==> config.mk <==
export PLATFORM = sky130hd
export DESIGN_NAME = color_sequencer
export DESIGN_NICKNAME = d
export VERILOG_FILES = /design/src/rtl/color_seq_pkg.sv /design/src/rtl/color_palette_rf.sv /design/src/rtl/color_sequencer.sv
export SDC_FILE = /design/constraint.sdc
export NUM_CORES = 1
export LEC_CHECK = 0
export CAP_MARGIN = 25
export CORE_MARGIN = 3
export CORE_UTILIZATION = 30
export CTS_CLUSTER_SIZE = 16
export DETAILED_ROUTE_END_ITERATION = 16
export RECOVER_POWER = 25
export SLEW_MARGIN = 20
export SYNTH_ARGS = -nofsm -noshare
export SYNTH_HDL_FRONTEND = slang
export SYNTH_HIERARCHICAL = 1
export SYNTH_SLANG_ARGS = --single-unit
export TNS_END_PERCENT = 100
==> constraint.sdc <==
create_clock -name clk -period 4.23 [get_ports clk]
set_input_delay 1.269 -clock clk [delete_from_list [all_inputs] [get_ports clk]]
set_output_delay 1.269 -clock clk [all_outputs]
set_load 0.01 [all_outputs]
==> src/rtl/color_seq_pkg.sv <==
// Shared constants for the color sequencer: register map, FSM encoding,
// and the reset contents of the palette and control registers.
package color_seq_pkg;

    // Register addresses on the write-only peripheral bus.
    localparam logic [3:0] ADDR_CTRL   = 4'h0;
    localparam logic [3:0] ADDR_MANUAL = 4'h1;
    localparam logic [3:0] ADDR_DIV    = 4'h2;
    localparam logic [3:0] ADDR_LEN    = 4'h3;

    // Reset values of the control registers.
    localparam logic [5:0] RESET_MANUAL = 6'h3F;
    localparam logic [5:0] RESET_COLOR  = 6'h3F;
    localparam int         RESET_DIV    = 59;
    localparam logic [2:0] RESET_LEN    = 3'd7;

    typedef enum logic [1:0] {
        MANUAL   = 2'b00,
        AUTO_ARM = 2'b01,
        AUTO_RUN = 2'b10
    } seq_state_t;

    // Reset palette: white, red, green, blue, yellow, cyan, magenta, grey.
    function automatic logic [5:0] reset_pal(input int i);
        case (i)
            0:       return 6'h3F;
            1:       return 6'h30;
            2:       return 6'h0C;
            3:       return 6'h03;
            4:       return 6'h3C;
            5:       return 6'h0F;
            6:       return 6'h33;
            default: return 6'h15;
        endcase
    endfunction

endpackage

==> src/rtl/color_palette_rf.sv <==
// Palette register file: synchronous write, asynchronous read on two ports
// (entry 0 for arming, one addressed port for stepping), reset to defaults.
module color_palette_rf
    import color_seq_pkg::*;
#(
    parameter int DEPTH = 8,
    parameter int AW    = 3
) (
    input  logic          clk,
    input  logic          rst,
    input  logic          we,
    input  logic [AW-1:0] waddr,
    input  logic [5:0]    wdata,
    input  logic [AW-1:0] raddr,
    output logic [5:0]    rdata,
    output logic [5:0]    rdata0
);

    logic [5:0] mem [DEPTH];

    // Storage: reset loads the default palette, otherwise one write per cycle.
    always_ff @(posedge clk) begin
        if (rst) begin
            for (int i = 0; i < DEPTH; i++) begin
                mem[i] <= reset_pal(i);
            end
        end else if (we) begin
            mem[waddr] <= wdata;
        end
    end

    assign rdata  = mem[raddr];
    assign rdata0 = mem[0];

endmodule

==> src/rtl/color_sequencer.sv <==
// Frame-synchronous color controller. Holds a manual color and a palette,
// and in auto mode steps through the palette every DIV+1 frames. color_reg
// only ever changes on a vsync rising edge so a frame is never torn.
//
// Write bus: wr_en is a single-cycle strobe with no backpressure; every
// write (any address) is accepted on the edge where wr_en is high and is
// acknowledged by wr_ack high for exactly the following cycle.
module color_sequencer
    import color_seq_pkg::*;
#(
    parameter int PAL_DEPTH = 8,
    parameter int DIV_W     = 8
) (
    input  logic       clk,
    input  logic       rst,
    input  logic       vsync,
    input  logic       wr_en,
    input  logic [3:0] wr_addr,
    input  logic [7:0] wr_data,
    output logic       wr_ack,
    output logic [5:0] color_reg,
    output logic [1:0] state,
    output logic       frame_tick
);

    localparam int AW = (PAL_DEPTH > 1) ? $clog2(PAL_DEPTH) : 1;

    logic             vsync_q;
    logic             vs_rise;
    logic [5:0]       manual_q;
    logic [DIV_W-1:0] div_q;
    logic [2:0]       len_q;
    logic [2:0]       idx_q;
    logic [2:0]       nxt_idx;
    logic [DIV_W-1:0] cnt_q;
    seq_state_t       state_q;
    logic [5:0]       color_q;
    logic             wr_ack_q;
    logic             tick_q;
    logic             wr_ctrl;
    logic             pal_we;
    logic [5:0]       pal_nxt;
    logic [5:0]       pal_0;

    assign vs_rise = vsync & ~vsync_q;
    assign wr_ctrl = wr_en && (wr_addr == ADDR_CTRL);
    assign pal_we  = wr_en && wr_addr[3] && (int'(wr_addr[2:0]) < PAL_DEPTH);
    assign nxt_idx = (idx_q >= len_q) ? 3'd0 : idx_q + 3'd1;

    color_palette_rf #(
        .DEPTH (PAL_DEPTH),
        .AW    (AW)
    ) u_pal (
        .clk    (clk),
        .rst    (rst),
        .we     (pal_we),
        .waddr  (wr_addr[AW-1:0]),
        .wdata  (wr_data[5:0]),
        .raddr  (nxt_idx[AW-1:0]),
        .rdata  (pal_nxt),
        .rdata0 (pal_0)
    );

    // Edge detect, acknowledge and the write-only control registers.
    always_ff @(posedge clk) begin
        if (rst) begin
            vsync_q  <= 1'b0;
            tick_q   <= 1'b0;
            wr_ack_q <= 1'b0;
            manual_q <= RESET_MANUAL;
            div_q    <= DIV_W'(RESET_DIV);
            len_q    <= RESET_LEN;
        end else begin
            vsync_q  <= vsync;
            tick_q   <= vs_rise;
            wr_ack_q <= wr_en;
            if (wr_en) begin
                case (wr_addr)
                    ADDR_MANUAL: manual_q <= wr_data[5:0];
                    ADDR_DIV:    div_q    <= wr_data[DIV_W-1:0];
                    ADDR_LEN:    len_q    <= wr_data[2:0];
                    default:     ;
                endcase
            end
        end
    end

    // Sequencer FSM. All decisions use pre-edge values, so a write landing
    // on the same edge as a frame rise only influences the next rise.
    // A CTRL write overrides the frame-driven state transition.
    always_ff @(posedge clk) begin
        if (rst) begin
            state_q <= MANUAL;
            color_q <= RESET_COLOR;
            idx_q   <= 3'd0;
            cnt_q   <= '0;
        end else begin
            case (state_q)
                MANUAL: begin
                    if (vs_rise) color_q <= manual_q;
                end
                AUTO_ARM: begin
                    if (vs_rise) begin
                        color_q <= pal_0;
                        idx_q   <= 3'd0;
                        cnt_q   <= '0;
                        state_q <= AUTO_RUN;
                    end
                end
                AUTO_RUN: begin
                    if (vs_rise) begin
                        // A DIV lowered below cnt lets cnt wrap around rather than step early.
                        if (cnt_q == div_q) begin
                            idx_q   <= nxt_idx;
                            color_q <= pal_nxt;
                            cnt_q   <= '0;
                        end else begin
                            cnt_q <= cnt_q + 1'b1;
                        end
                    end
                end
                default: state_q <= MANUAL;
            endcase
            if (wr_ctrl) begin
                state_q <= wr_data[0] ? AUTO_ARM : MANUAL;
            end
        end
    end

    assign wr_ack     = wr_ack_q;
    assign color_reg  = color_q;
    assign state      = state_q;
    assign frame_tick = tick_q;

endmodule

# Yosys cells after proc, flatten, opt, wreduce, memory -nomap -nowiden
# Memories as Yosys holds them, arrays and structs flattened.
# Index checks and enable logic that the tools add are counted.
[op_classes] bitwise=2 addsub=2 eq_ne=12 reduce_logical=15 magnitude_cmp=1 n_mux=34
[ops] cell="two-way mux 6 bit" n=13
[ops] cell="two-way mux 8 bit" n=3
[ops] cell="one-hot mux 6 bit (3 select lines)" n=1
[ops] cell="one-hot mux 8 bit (2 select lines)" n=1
[ops] cell="two-way mux 3 bit" n=5
[ops] cell="adder 8 x 1 -> 8 bit (second input constant)" n=1
[ops] cell="== test 4 x 2 -> 1 bit (second input constant)" n=2
[ops] cell="== test 8 bit" n=1
[ops] cell="!= test 2 bit (second input constant)" n=4
[ops] cell="AND reduction 2 bit" n=4
[ops] cell="two-way mux 1 bit" n=7
[ops] cell="one-hot mux 3 bit (2 select lines)" n=1
[ops] cell="OR reduction 6 bit" n=1
[ops] cell="AND reduction 5 bit" n=1
[ops] cell="== test 4 x 1 -> 1 bit (second input constant)" n=1
[ops] cell="logical NOT 4 bit" n=1
[ops] cell="two-way mux 2 bit" n=2
[ops] cell="one-hot mux 2 bit (2 select lines)" n=1
[ops] cell="AND reduction 4 bit" n=1
[ops] cell="adder 3 x 1 -> 3 bit (second input constant)" n=1
[ops] cell="greater-or-equal comparator 3 bit" n=1
[ops] cell="!= test 3 bit (second input constant)" n=1
[ops] cell="AND reduction 3 bit" n=1
[ops] cell="nonzero test 3 bit" n=1
[ops] cell="other kinds (9)" n=10
[word_totals] out_inout_bits=10 n_memories=1 wordCells=77 inputBits=16 mem_bits_rw=48 regBits=39
[mem_list] name="u_pal.mem" depth=8 width=6 read_ports=2 rd_ports_with_merged_regs=0 wr=8 line="color_palette_rf.sv:19" source="logic [5:0] mem [DEPTH];"

# Depth between registers and ports, before layout
[logic_depth] word_depth=6 mapped_depth=13 depth_no_buf=12

# Cells and area by module
# The synthesis kept the hierarchy.
[modules_own_cells] mod="color_palette_rf" area_each_um2=2321.0 cells_per_inst=144 instances=1 seq_area_each_um2=1441.4
[modules_own_cells] mod="color_sequencer" area_each_um2=1953.1 cells_per_inst=229 instances=1 seq_area_each_um2=780.7

# Worst setup path before layout
# No wires, ideal clock.
[synth_path] kind="register -> register" start="reg idx_q[0]" end="reg color_q[5] (netlist: color_reg[5])" path_slack_ps=1229 t_required_ps=4110 path_buffers=1 setup_time_ps=120 period_less_slack_ps=3001 t_arrival_ps=2881 stages_incl_launch_ff=14 cell_sequence="dfxtp_1 inv_1 ha_1 nand2b_1 nand3_1 nand2_1 nor2_1 buf_6 mux4_1 mux2_2 a221o_1 o211ai_1 nor2_1 a211o_1"
[synth_between] elab_chain_cells=6 elab_cells_between_ends=7 cone_classes="1 x add/sub; 1 x order compare; 4 x mux; 1 x memory"
[synth_rtl] item="from (decl)" line="color_sequencer.sv:33" source="logic [2:0] idx_q;"
[synth_rtl] item="from (signal assigned)" line="color_sequencer.sv:114" source="idx_q <= nxt_idx;"
[synth_rtl] item="adder 3 x 1 -> 3 bit or greater-or-equal comparator 3 bit (tied branches)" line="color_sequencer.sv:48" source="assign nxt_idx = (idx_q >= len_q) ? 3'd0 : idx_q + 3'd1;"
[synth_rtl] item="two-way mux 3 bit (*)" line="color_sequencer.sv:48"
[synth_rtl] item="via nxt_idx[0]" line="color_sequencer.sv:34" source="logic [2:0] nxt_idx;"
[synth_rtl] item="memory read (8 x 6 bit) (*)"
[synth_rtl] item="via pal_nxt[5]" line="color_sequencer.sv:42" source="logic [5:0] pal_nxt;"
[synth_rtl] item="two-way mux 6 bit (*)" line="color_sequencer.sv:113" source="if (cnt_q == div_q) begin"
[synth_rtl] item="two-way mux 6 bit (*)" line="color_sequencer.sv:111" source="if (vs_rise) begin"
[synth_rtl] item="one-hot mux 6 bit (3 select lines) (*)" line="color_sequencer.sv:98" source="case (state_q)"
[synth_rtl] item="to (signal assigned)" line="color_sequencer.sv:100" source="if (vs_rise) color_q <= manual_q;"
[synth_rtl] item="to (signal assigned)" line="color_sequencer.sv:104" source="color_q <= pal_0;"
[synth_rtl] item="to (signal assigned)" line="color_sequencer.sv:115" source="color_q <= pal_nxt;"
[synth_rtl] item="to (decl)" line="color_sequencer.sv:37" source="logic [5:0] color_q;"
# Mark *: on every way through the listed nets, which the timed path passes. The rest lies on a longest branch. The select of a mux whose other input is x is not followed.
# A chain may end at the register's enable or synchronous reset.

==> run summary <==
### Worst setup path
- 4.24 ns — required time of the critical path
- 3.49 ns — CP Data Arrival Time
- in -> reg — Worst Setup Path Type
- 13 — depth of the most critical reg-to-reg path
- idx_q[0] — reg-to-reg startpoint
- 1.03 ns — reg-to-reg setup timing slack
- primary input — type of origin of the critical path
- 22 — maximum fanout encountered on the critical timing path
- flip-flop — CP Capture Type
- color_reg[5] — FF-to-FF End

### Floorplanning
- 0.314 — initial core utilization
- 26 — number of top-level pins
- 42 — count of standard-cell rows
- 0.0157 mm2 — Die Outline Area
- 125 um — vertical die dimension
- 0.0136 mm2 — placeable core region
- 125 um — Die Wd

### Drt
- 5 — 1st-pass router iterations
- 3,035 — detailed-route via count
- 5.27 — vias per cell
- 212 — Iter 0 DRT Violations
- 10,100 um — Final Routed Wirelength
- 17.5 um — WL/cell
- 0 — number of nets still failing antenna checks after routing
- 0 — DRC violations left

### Power
- 0.397 mW — switching power
- 0.071 — combinational share of power
- 1.48 mW — cell-internal power
- 154 uV — highest ir drop seen on vdd
- 0.427 — relative contribution of the clock network to total power
- 0.212 — net switching fraction of the power
- 375 mW/mm2 — power per cell area
- 1.87 nW — LEAKAGE
- 1.87 mW — Pwr Total
- 0.502 — sequential group share of total power

### Timing
- 287 MHz — Fmax
- 0 ns — setup TNS
- 0 — Final setup viols
- 0.00740 ns — worst-case clock skew
- no — unrepaired setup endpoints after global routing
- 0.823 — fin crit share
- 3.48 ns — clock period minus worst slack
- 0 — number of endpoints with negative hold slack in the final report
- 0 — count of pins over their slew limit
- 0.311 — max_slew headroom
- 1.03 ns — transition time of the tightest slew-check pin

### Clock network
- 0.34 ns — clk_lat worst skew
- 9 — TritonCTS Buffers
- done — clock tree from TritonCTS
- 0 — postcts setup bufs
- 0.06 ns — clock transition at the registers of the reported paths
- 3 — number of H-tree levels
- 2 — maximum root-to-sink buffer count
- 87 — clock net sink count
- sky130_fd_sc_hd__clkbuf_16 — clock root buffer
- 0 — number of cells upsized or downsized after cts
- 0 — CTS Hold Bufs

### Outcome
- finished clean — outcome

### Yosys
- 0.00427 mm2 — combined area of all synthesized cells
- 6 — total of warnings raised by yosys
- simple AND/OR/NAND/NOR gates — combinational family with the most area after synthesis
- 0.0184 — XOR/XNOR share of the synthesized area
- 398 — synthesized net count
- 0.520 — sequential-to-total area share from yosys stat
- 0.0896 — multiplexer share of the synthesized area
- 87 — register bit count reported by yosys
- sky130_fd_sc_hd__edfxtp_1 — Most used DFF post-synth
- 11.5 um2 — Post-Syn Area per Cell
- 0.215 — simple-gate area share of the yosys netlist
- 373 — Cells after Synth
- 47 — count of cell types in the netlist
- 48 — number of enable-type register cells in the synthesized netlist
- 0 — FFs w/ async S/R, synth
- 0.100 — compound-cell area share of the yosys netlist
- 0.0263 — Synth Area in Adders

### Finish
- 420 — Final Net Count
- 0.0700 — proportion of layout cells with a drive suffix above 1
- 0 — antenna cells
- 16.9% — layout-stage area growth over the synthesis result
- 48 — number of flip-flops in the largest register
- u_pal/mem x48, cnt_q x8, div_q x8 — top flop regs
- u_pal/mem — Most flops, register

### Worst hold path
- reg -> reg — worst hold path type
- 1 — Hold Path Stages
- color_reg[0] — endpoint with the worst hold slack
- color_reg[0] — origin of the worst min-delay path

### GRT
- 16,300 um — first-pass GRT wire length
- 0 — initial antenna violation count
- 0 — total global routing overflow
- 0.131 — All-Layer GR Usage
- 3,021 — vias in the first global route
- 23 — largest net degree at the start of global routing

### Placed design
- 25 — number of buffer cells added on primary ports
- 0.804 — Placer Congestion
- 7050 um — post-detail-place hpwl

### Job
- 0 — max capacitance violation total

==> synthesized netlist by cell type (3+ instances only) <==
cell                       count  area [um2]
sky130_fd_sc_hd__mux2_2        6        67.6
sky130_fd_sc_hd__nand3b_1     17         128
sky130_fd_sc_hd__nand2_1      32         120
sky130_fd_sc_hd__and2_1        4        25.0
sky130_fd_sc_hd__ha_1          9         113
sky130_fd_sc_hd__or3_1        17         106
sky130_fd_sc_hd__dfxtp_1      39         781
sky130_fd_sc_hd__xor2_1        8        70.1
sky130_fd_sc_hd__nand3_1      12        60.1
sky130_fd_sc_hd__a21o_1        8        60.1
sky130_fd_sc_hd__nor3b_1       3        22.5
sky130_fd_sc_hd__and3_1       22         138
sky130_fd_sc_hd__o31ai_1       4        30.0
sky130_fd_sc_hd__nor2b_1      11        68.8
sky130_fd_sc_hd__a211o_1      15         131
sky130_fd_sc_hd__nor4b_1       5        43.8
sky130_fd_sc_hd__nand2b_1      6        37.5
sky130_fd_sc_hd__a221oi_1      5        43.8
sky130_fd_sc_hd__clkbuf_1     14        52.6
sky130_fd_sc_hd__edfxtp_1     48        1440
sky130_fd_sc_hd__mux4_1       12         315
sky130_fd_sc_hd__inv_1        10        37.5
sky130_fd_sc_hd__o21ai_0       5        25.0
sky130_fd_sc_hd__nor2_1       20        75.1
sky130_fd_sc_hd__a21oi_1      10        50.1
sky130_fd_sc_hd__buf_2         4        20.0
==> layer usage <==
| layer | up-vias | share of wire | track usage |
|---|---|---|---|
| met3 | 9 | 0.042 | 0.0252 |
| met2 | 72 | 0.48 | 0.213 |
| met1 | 1501 | 0.46 | 0.174 |
| li1 | 1453 | - | - |
| met5 | - | 0 | 0 |
| met4 | 0 | 0.016 | 0.0478 |
==> power by group through the flow <==
stage	Combinational, mW	Sequential, mW	Clock [mW]
floorplan	0.0711	0.956	0
global placement	0.136	0.957	0
detailed placement	0.138	0.959	0
CTS	0.138	0.941	0.813
global route	0.146	0.943	0.848
finish	0.134	0.940	0.800
==> cell families (layout without fill, tap and decap cells) <==
| group | count (synthesis) | count (layout) |
|---|---|---|
| fa+ha+maj | 9 | 9 |
| simple gates | 161 | 161 |
| compound gates | 58 | 58 |
| flops | 87 | 87 |
| mux | 18 | 18 |
| buf+inv | 31 | 58 |
| xor+xnor | 9 | 9 |
==> through the flow <==
step,setup WS (ns),cells,hold slack (ns),utilization,instance area [um2]
floorplan,1.23,373,0.435,-,4270
CTS,1.02,576,0.475,0.368,5010
global placement,0.928,560,0.453,0.346,4710
global route,0.597,576,0.483,0.367,5000
finish,0.748,576,0.463,0.367,5000
detailed placement,0.793,560,0.460,0.346,4710
==> cells in the final DEF (no fill, tap or decap), drive strengths merged, types with 4 or more instances in the layout <==
cell type      netlist  layout
a211o               15      15
a21o                 8       8
a21oi               10      10
a221oi               5       5
and2                 4       4
and3                22      22
buf                  7       5
clkbuf              14      17
clkdlybuf4s50        0      15
dfxtp               39      39
dlygate4sd3          0      10
edfxtp              48      48
ha                   9       9
inv                 10      10
mux2                 6       6
mux4                12      12
nand2               32      32
nand2b               6       6
nand3               12      12
nand3b              17      17
nor2                20      20
nor2b               11      11
nor4b                5       5
o21ai                6       6
o31ai                4       4
or3                 17      17
xor2                 8       8
==> worst max-delay path: stages <==
cell and delay [ns]:
sky130_fd_sc_hd__dlygate4sd3_1 0.71, sky130_fd_sc_hd__clkbuf_1 0.81, sky130_fd_sc_hd__buf_4 0.39, sky130_fd_sc_hd__a21o_1 0.31
==> how the worst max path moves through the flow <==
stage	from	endpoint	slack [ns]	depth (start not counted)
after floorplan	idx_q[0]	color_reg[5]	1.23	13
after global routing	rst	u_pal/mem[2][4]	0.60	4
after CTS	idx_q[0]	color_reg[5]	1.02	13
after global placement	wr_addr[2]	manual_q[5]	0.93	6
final	rst	u_pal/mem[7][2]	0.75	4
after detailed placement	wr_addr[2]	manual_q[2]	0.79	6
==> layout make-up <==
type | count | area, um2
Fill cell | 1323 | 8610
Multi-Input combinational cell | 255 | 1920
Sequential cell | 87 | 2220
Clock inverter | 1 | 30.0
Timing Repair Buffer | 32 | 295
Inverter | 10 | 37.5
Tap cell | 176 | 220
Clock buffer | 15 | 268
No activity file was read; power rests on OpenSTA's default activity.
